$ cat config.mk
export PLATFORM = sky130hd
export DESIGN_NAME = masked_and_sched
export DESIGN_NICKNAME = d
export VERILOG_FILES = /design/src/rtl/masked_and_sched.sv
export SDC_FILE = /design/constraint.sdc
export NUM_CORES = 1
export LEC_CHECK = 0
export BUFFER_PORTS_ARGS = -buffer_cell sky130_fd_sc_hd__buf_2
export CORE_AREA = 10 10 245 247
export CTS_CLUSTER_DIAMETER = 150
export DETAILED_ROUTE_END_ITERATION = 10
export DIE_AREA = 0 0 255 257
export GPL_TIMING_DRIVEN = 0
export SLEW_MARGIN = 20
export SYNTH_ARGS = -nofsm -noshare
export SYNTH_HDL_FRONTEND = slang
export SYNTH_SLANG_ARGS = --single-unit
$ cat constraint.sdc
create_clock -name g_clk -period 2.5 [get_ports g_clk]
set_input_delay 0.25 -clock g_clk [delete_from_list [all_inputs] [get_ports g_clk]]
set_output_delay 0.25 -clock g_clk [all_outputs]
set_load 0.02 [all_outputs]
$ cat src/rtl/masked_and_sched.sv
// rtl/masked_and_sched.sv - round-robin scheduler for a shared two-share masked AND gadget
// Optional RNG freshness check: define MASKED_AND_SCHED_RNG_CHECK_EN
module masked_and_sched #(
    parameter int N    = 32,
    parameter int NREQ = 2
) (
    input  logic                g_clk,
    input  logic                g_rst,
    input  logic [NREQ-1:0]     req_valid,
    output logic [NREQ-1:0]     req_ready,
    input  logic [NREQ*N-1:0]   req_ax,
    input  logic [NREQ*N-1:0]   req_ay,
    input  logic [NREQ*N-1:0]   req_bx,
    input  logic [NREQ*N-1:0]   req_by,
    output logic [NREQ-1:0]     rsp_valid,
    input  logic [NREQ-1:0]     rsp_ready,
    output logic [N-1:0]        rsp_qx,
    output logic [N-1:0]        rsp_qy,
    input  logic                rng_valid,
    output logic                rng_ready,
    input  logic [2*N-1:0]      rng_data,
    output logic                gd_clk_en,
    output logic [N-1:0]        gd_z0,
    output logic [N-1:0]        gd_z1,
    output logic [N-1:0]        gd_ax,
    output logic [N-1:0]        gd_ay,
    output logic [N-1:0]        gd_bx,
    output logic [N-1:0]        gd_by,
    input  logic [N-1:0]        gd_qx,
    input  logic [N-1:0]        gd_qy,
    output logic                busy,
    output logic                err_rng
);

    localparam int GW = (NREQ > 1) ? $clog2(NREQ) : 1;

    typedef enum logic [2:0] {
        IDLE  = 3'd0,
        CAPT  = 3'd1,
        ISSUE = 3'd2,
        EVAL  = 3'd3,
        RESP  = 3'd4
    } state_t;

    state_t          state;
    logic [GW-1:0]   rr_ptr;
    logic [GW-1:0]   gnt_idx;
    logic [N-1:0]    op_ax, op_ay, op_bx, op_by;
    logic [N-1:0]    z0_q, z1_q;
    logic [N-1:0]    res_qx, res_qy;
    logic            clk_en_q;
    logic            busy_q;
    logic [NREQ-1:0] rsp_valid_q;

    logic            any_req;
    logic            found;
    logic [GW-1:0]   win;
    logic [GW:0]     win_sum;
    logic [GW-1:0]   rr_next;
    logic [NREQ-1:0] win_onehot;
    logic [NREQ-1:0] gnt_onehot;
    logic [N-1:0]    sel_ax, sel_ay, sel_bx, sel_by;
    logic            rng_bad;
    logic            grant_ok;
    logic            drop_word;

    assign any_req = |req_valid;

    // Round-robin search: first valid requester at or above rr_ptr, wrapping around
    always_comb begin
        found   = 1'b0;
        win     = '0;
        win_sum = '0;
        for (int i = 0; i < NREQ; i++) begin
            win_sum = {1'b0, rr_ptr} + (GW+1)'(i);
            if (win_sum >= (GW+1)'(NREQ)) begin
                win_sum = win_sum - (GW+1)'(NREQ);
            end
            if (!found && req_valid[win_sum[GW-1:0]]) begin
                found = 1'b1;
                win   = win_sum[GW-1:0];
            end
        end
        rr_next = (win == GW'(NREQ-1)) ? '0 : win + 1'b1;
    end

    // Operand mux and one-hot decodes of the winner and stored grant
    always_comb begin
        sel_ax     = '0;
        sel_ay     = '0;
        sel_bx     = '0;
        sel_by     = '0;
        win_onehot = '0;
        gnt_onehot = '0;
        for (int i = 0; i < NREQ; i++) begin
            if (win == GW'(i)) begin
                sel_ax        = req_ax[i*N +: N];
                sel_ay        = req_ay[i*N +: N];
                sel_bx        = req_bx[i*N +: N];
                sel_by        = req_by[i*N +: N];
                win_onehot[i] = 1'b1;
            end
            if (gnt_idx == GW'(i)) begin
                gnt_onehot[i] = 1'b1;
            end
        end
    end

`ifdef MASKED_AND_SCHED_RNG_CHECK_EN
    logic [2*N-1:0] prev_rng;
    logic           err_q;

    assign rng_bad = (rng_data == prev_rng) || (rng_data == '0);
    assign err_rng = err_q;

    // Track the last consumed word and flag stale or zero randomness (sticky until reset)
    always_ff @(posedge g_clk) begin
        if (g_rst) begin
            prev_rng <= '0;
            err_q    <= 1'b0;
        end else begin
            if (grant_ok) begin
                prev_rng <= rng_data;
            end
            if (drop_word) begin
                err_q <= 1'b1;
            end
        end
    end
`else
    assign rng_bad = 1'b0;
    assign err_rng = 1'b0;
`endif

    // Handshakes are same-cycle, so they are decoded from the registered state
    assign grant_ok  = (state == IDLE) && any_req && rng_valid && !rng_bad;
    assign drop_word = (state == IDLE) && any_req && rng_valid && rng_bad;
    assign req_ready = grant_ok ? win_onehot : '0;
    assign rng_ready = grant_ok | drop_word;

    assign gd_clk_en = clk_en_q;
    assign gd_ax     = op_ax;
    assign gd_ay     = op_ay;
    assign gd_bx     = op_bx;
    assign gd_by     = op_by;
    assign gd_z0     = z0_q;
    assign gd_z1     = z1_q;
    assign rsp_valid = rsp_valid_q;
    assign rsp_qx    = res_qx;
    assign rsp_qy    = res_qy;
    assign busy      = busy_q;

    // Main sequencer: capture, issue to gadget, evaluate, return result; clears secrets as it goes
    always_ff @(posedge g_clk) begin
        if (g_rst) begin
            state       <= IDLE;
            rr_ptr      <= '0;
            gnt_idx     <= '0;
            op_ax       <= '0;
            op_ay       <= '0;
            op_bx       <= '0;
            op_by       <= '0;
            z0_q        <= '0;
            z1_q        <= '0;
            res_qx      <= '0;
            res_qy      <= '0;
            clk_en_q    <= 1'b0;
            busy_q      <= 1'b0;
            rsp_valid_q <= '0;
        end else begin
            case (state)
                IDLE: begin
                    if (grant_ok) begin
                        op_ax   <= sel_ax;
                        op_ay   <= sel_ay;
                        op_bx   <= sel_bx;
                        op_by   <= sel_by;
                        z0_q    <= rng_data[N-1:0];
                        z1_q    <= rng_data[2*N-1:N];
                        gnt_idx <= win;
                        rr_ptr  <= rr_next;
                        busy_q  <= 1'b1;
                        state   <= CAPT;
                    end
                end
                CAPT: begin
                    clk_en_q <= 1'b1;
                    state    <= ISSUE;
                end
                ISSUE: begin
                    clk_en_q <= 1'b0;
                    z0_q     <= '0;
                    z1_q     <= '0;
                    state    <= EVAL;
                end
                EVAL: begin
                    res_qx      <= gd_qx;
                    res_qy      <= gd_qy;
                    op_ax       <= '0;
                    op_ay       <= '0;
                    op_bx       <= '0;
                    op_by       <= '0;
                    rsp_valid_q <= gnt_onehot;
                    state       <= RESP;
                end
                RESP: begin
                    if (rsp_ready[gnt_idx]) begin
                        res_qx      <= '0;
                        res_qy      <= '0;
                        rsp_valid_q <= '0;
                        busy_q      <= 1'b0;
                        state       <= IDLE;
                    end
                end
                default: begin
                    state <= IDLE;
                end
            endcase
        end
    end

endmodule

* Word level (Yosys, flattened, before mapping)
Cells that the tools add are included.
** Word-level totals
- Bits in registers :: 265
- Input bits :: 391
** Operators by class
- Reduce and logical (&&, ||, !) cells :: 17
- Mux-type cells :: 45
- Add/subtract/negate cells :: 4
- Order comparisons :: 5
- Equality and inequality tests :: 6
** Operators by type and width (count)
- case mux 32 bit (2 select lines) :: 8
- 2-to-1 mux 32 bit :: 11
- 2-to-1 mux 1 bit :: 18
- case mux 3 bit (5 select lines) :: 1
- AND reduction 2 bit :: 5
- nonzero test 2 bit :: 5
- == test 3 x 2 -> 1 bit, second input constant :: 2
- < comparator 1 x 2 -> 1 bit, second input constant :: 3
- 2-to-1 mux 3 bit :: 2
- 2-to-1 mux 2 bit :: 2
- inequality test 2 bit, second input constant :: 2
- case mux 1 bit (2 select lines) :: 2
- case mux 2 bit (2 select lines) :: 1
- == test 3 x 1 -> 1 bit, second input constant :: 1
- == test 3 bit, second input constant :: 1
- logical AND 1 bit :: 3
- logical NOT 3 bit :: 1
- AND reduction 3 bit :: 1
- adder 1 x 1 -> 2 bit, second input constant :: 1
- greater-or-equal comparator 1 x 2 -> 1 bit, second input constant :: 1
- greater-or-equal comparator 2 bit, second input constant :: 1
- OR reduction 2 bit :: 1
- subtractor 1 bit, second input constant :: 2
- adder 1 bit, second input constant :: 1
- logical NOT 1 bit :: 1

* Longest topological paths before layout
- Depth in word-level cells :: 11
- Gate-level depth with buffers :: 7

* Worst setup path before layout
No wires, ideal clock.
- Kind :: reg2reg
- From :: register state[2]
- To :: register op_ax[11], in the netlist gd_ax[11]
- Data required time :: 2.361 ns
- Setup slack :: 0.736 ns
- Stages on the path, launching flop included :: 8
- Library setup time :: 0.139 ns
- Arrival time :: 1.625 ns
- Clock period less this slack :: 1.764 ns
- Path buffers :: 4
- Path through :: dfxtp_1 > buf_6 > or4b_4 > buf_6 > buf_12 > buf_6 > a311oi_1 > a221oi_1
** On the way
- Word-level cells in the longest chain between the ends :: 5
- Elaborated cells on any way between the ends :: 8
** Ends and longest elaborated chain
- start, declared :: line 45 : state_t state;
- start signal, assigned :: line 156 : state <= IDLE;
- start signal, assigned :: line 183 : state <= CAPT;
- start signal, assigned :: line 188 : state <= ISSUE;
- logical NOT 3 bit :: line 136, 171
- logical AND 1 bit (2 in series)
- inequality test 2 bit (no line)
- AND reduction 2 bit (no line)
- end signal, assigned :: line 174 : op_ax <= sel_ax;
- end, declared :: line 48 : logic [N-1:0] op_ax, op_ay, op_bx, op_by;
Parallel ways exist; a longest one is shown, timed or not.
A chain may end at the register's enable or synchronous reset.

* Worst setup path in the final report
- From :: register rr_ptr
- To :: register op_ax[23], in the netlist gd_ax[23]
** On the way
- Word-level cells in the longest chain between the ends :: 11
- Elaborated cells on any way between the ends :: 19
** Ends and longest elaborated chain
- start, declared :: line 46 : logic [GW-1:0] rr_ptr;
- start signal, assigned :: line 181 : rr_ptr <= rr_next;
- greater-or-equal comparator 1 x 2 -> 1 bit / subtractor 1 bit (equally long branches) :: line 76, 77
- 2-to-1 mux 1 bit :: line 76 : if (win_sum >= (GW+1)'(NREQ)) begin
- 2-to-1 mux 1 bit (not written as such) (2 in series) :: line 79 : if (!found && req_valid[win_sum[GW-1:0]]) begin
- 2-to-1 mux 1 bit :: line 79
- logical NOT 1 bit :: line 79
- logical AND 1 bit :: line 79
- 2-to-1 mux 1 bit * :: line 79
- 2-to-1 mux 32 bit * :: line 96 : if (win == GW'(i)) begin
- 2-to-1 mux 32 bit * :: line 173 : if (grant_ok) begin
- case mux 32 bit (2 select lines) * :: line 171 : case (state)
Mark *: on every way between the ends. The rest lies on a longest branch, timed or not. The select of a mux whose other input is x is not followed.

==> results.sh <==
export IMPL_drcViolationCount=0
export IMPL_start_util=0.221
export IMPL_synthSimpleGateAreaFrac=0.0976
export IMPL_ys_ff_latch=265
export IMPL_seq_area_frac_synth=0.438
export IMPL_die_y_um=257
export IMPL_row_count=86
export IMPL_hold_violations=0
export IMPL_synth_main_ff_cell="dfxtp_1"
export IMPL_yosysMostFrequentCell="dfxtp_1"
export IMPL_nFillCells=5598
export IMPL_synth_top_cell_area_share=0.438
export IMPL_p_per_area_mw_per_mm2=672
export IMPL_post_route_period_util=0.969
export IMPL_synth_distinct_cells=30
export IMPL_synthToLayoutAreaGrowth_pct=64.1
export IMPL_wl_per_cell_um=22.7
export IMPL_cts_tree="built"
export IMPL_grt_max_degree=17
export IMPL_relSlewSlack=0.271
export IMPL_cts_root_buffer="clkbuf_16"
export IMPL_vias=16200
export IMPL_async_reset_ff_frac=0
export IMPL_core_mm2=0.0549
export IMPL_ctsHtreeMaxLevel=1
export IMPL_synth_top_family_by_area="compound AO/OA/AOI/OAI gates"
export IMPL_worstSetupEndpointType="flip-flop"
export IMPL_rsz0062_at_grt="no"
export IMPL_fmax_mhz=413
export IMPL_io_pins=655
export IMPL_synth_mux_area_frac=0.000826
export IMPL_fp_dieW_um=255
export IMPL_cts_path_max_buffers=3
export IMPL_worstSkewPairLatency_ns=0.60
export IMPL_avgSynthCellArea_um2=8.58
export IMPL_dr_first_iter_drc_count=1342
export IMPL_synth_area_leaders="dfxtp_1, a221oi_1, a311oi_1"
export IMPL_start_kind="flip-flop"
export IMPL_holdWs_ns=0.0243
export IMPL_synth_xor_area_share=0.000723
export IMPL_worstHoldPathType="primary input to flip-flop"
export IMPL_crit_type="flip-flop to flip-flop"
export IMPL_gp_congestion=0.925
export IMPL_viasPerCell=5.23
export IMPL_synth_compound_area_frac=0.383
export IMPL_yosys_warnings=0
export IMPL_arrival_ns=2.93
export IMPL_port_buffers=651
export IMPL_drtPass1Iterations=5
export IMPL_detail_route_antenna_nets=0
export IMPL_yosysTopAreaCell="dfxtp_1"
export IMPL_setup_viol=0
export IMPL_worst_slew_pin_slew_ns=1.09
export IMPL_grt_overflow_total=0
export IMPL_synth_edf_count=0
export IMPL_totalWireLength_um=70300
export IMPL_drive_gt1_frac=0.327
export IMPL_skew_ns=0.0122
export IMPL_layout_setup_ws_ns=0.0764
export IMPL_netlist_area_mm2=0.0121
export IMPL_drv_slew=0
export IMPL_outcome="completed"
export IMPL_clkSlewWorstSetupHoldPaths_ns=0.06
export IMPL_grt_pass1_vias=16500
export IMPL_fin_nets=2741
export IMPL_yosys_top_cells_count="dfxtp_1, nand2_1, clkbuf_1"
export IMPL_grt_antenna_before_repair=7
export IMPL_netlist_instances=1413
export IMPL_place_hpwl_um=53900
export IMPL_grt_use_total=0.200
export IMPL_dp_slack_ns=-0.364
export IMPL_max_cap_viol_count=0
export IMPL_dieArea_mm2=0.0655
export IMPL_vdd_drop_max_uv=484
export IMPL_crit_fanout=10
export IMPL_synth_fa_ha_area_frac=0
export IMPL_cts_sinks=265
export IMPL_fin_crit_ns=2.42
export IMPL_numCtsBuffers=31
export IMPL_syn_num_nets=1804
export IMPL_p_leak_nw=8.23
export IMPL_required_ns=3.00
export IMPL_grt_pass1_wl_um=102000
-- final timing paths --
check	slack (ns)	startpoint	end	depth (start not counted)
setup / recovery	0.08	rr_ptr	gd_ax[23]	5
hold / removal	0.02	req_ax[29]	gd_ax[29]	3
setup reg to reg	0.08	rr_ptr	gd_ax[23]	5
hold reg to reg	0.47	gd_ax[1]	gd_ax[1]	2
-- flip-flops by register name, summed over array words and instances, names as in the netlist --
name       flops
gd_z0         32
gnt_idx        1
gd_ax         32
gd_clk_en      1
busy           1
gd_z1         32
gd_ay         32
rsp_valid      2
gd_by         32
rr_ptr         1
rsp_qx        32
state          3
rsp_qy        32
gd_bx         32
-- area by class of cell --
type,count,area [um2],share of cell area
multi-input combinational,934,5880,0.296
timing repair buffer,906,5800,0.292
sequential,265,5310,0.267
buffer,208,960,0.0483
clock buffer,50,927,0.0466
tap,704,881,0.0443
clock inverter,6,70.1,0.00352
antenna,16,40.0,0.00201
inverter,4,15.0,0.000755
-- repair_timing --
action                                 4_1_cts  5_1_grt
hold buffers                               251        0
endpoints found under the hold margin      251        0
pin swaps                                    1        0
gates resized for setup                     10       12
setup buffers                                4        0
setup endpoints to repair                  130       22
gates cloned                                 0        0
-- per-stage QoR --
stage | power (mW) | area (um2) | util | TNS (ns) | std cells
2_1_floorplan | 6.99 | 12100 | - | 0 | 1413
3_3_place_gp | 8.48 | 16300 | 0.296 | -16.11 | 2768
3_5_place_dp | 8.54 | 16300 | 0.296 | -22.03 | 2768
4_1_cts | 13.4 | 19800 | 0.361 | -0.133 | 3079
5_1_grt | 13.9 | 19900 | 0.362 | 0 | 3084
6_report | 13.4 | 19900 | 0.362 | 0 | 3093
-- cell usage in the layout (no fill, tap or decap), types with 2 or more instances in the layout --
cell type / synthesis / final
dfxtp_1: 265 / 265
diode_2: 0 / 16
buf_2: 23 / 673
a221oi_1: 128 / 128
nand2b_1: 3 / 2
nand2_1: 194 / 193
a311oi_1: 110 / 108
a21oi_1: 137 / 136
dlygate4sd3_1: 0 / 251
o211ai_1: 115 / 115
clkbuf_1: 156 / 160
nor3_1: 2 / 2
clkbuf_2: 0 / 5
clkbuf_8: 0 / 8
o21ai_1: 20 / 20
or3b_2: 2 / 2
buf_6: 15 / 16
buf_4: 2 / 6
buf_1: 13 / 12
inv_1: 4 / 3
clkbuf_16: 0 / 31
nor2_1: 3 / 3
nand3_1: 66 / 66
clkinv_2: 0 / 4
o21ai_0: 127 / 127
a311oi_2: 18 / 20
-- power breakdown --
group / internal, mW / total [mW] / switching, mW
sequential: 4.65 / 4.90 / 0.247
clock: 2.62 / 4.53 / 1.90
combinational: 1.48 / 3.94 / 2.45
total: 8.76 / 13.4 / 4.60
-- cell families after synthesis --
group,after synthesis
AOI/OAI and AO/OA,655
DFF,265
buffers and inverters,214
muxes,1
other,1
and+or+nand+nor,276
xor gates and xnor gates,1
-- layer usage --
layer  wire [um]  share of wire  vias to the layer above  GRT usage
met5           0              0                        -          0
met4        3870          0.055                        0      0.108
met3        6710          0.095                      212     0.0536
met2       33300           0.47                      961      0.336
met1       26400           0.38                     7665      0.226
li1            -              -                     7351          -
-- worst max-delay path: stages, from the launching register on --
cell      delay [ns]
dfxtp_1         0.38
nor2b_1         0.17
clkbuf_1        0.82
clkbuf_1        0.34
o21ai_0         0.30
a221oi_1        0.30
(Power assumes the default switching activity.)
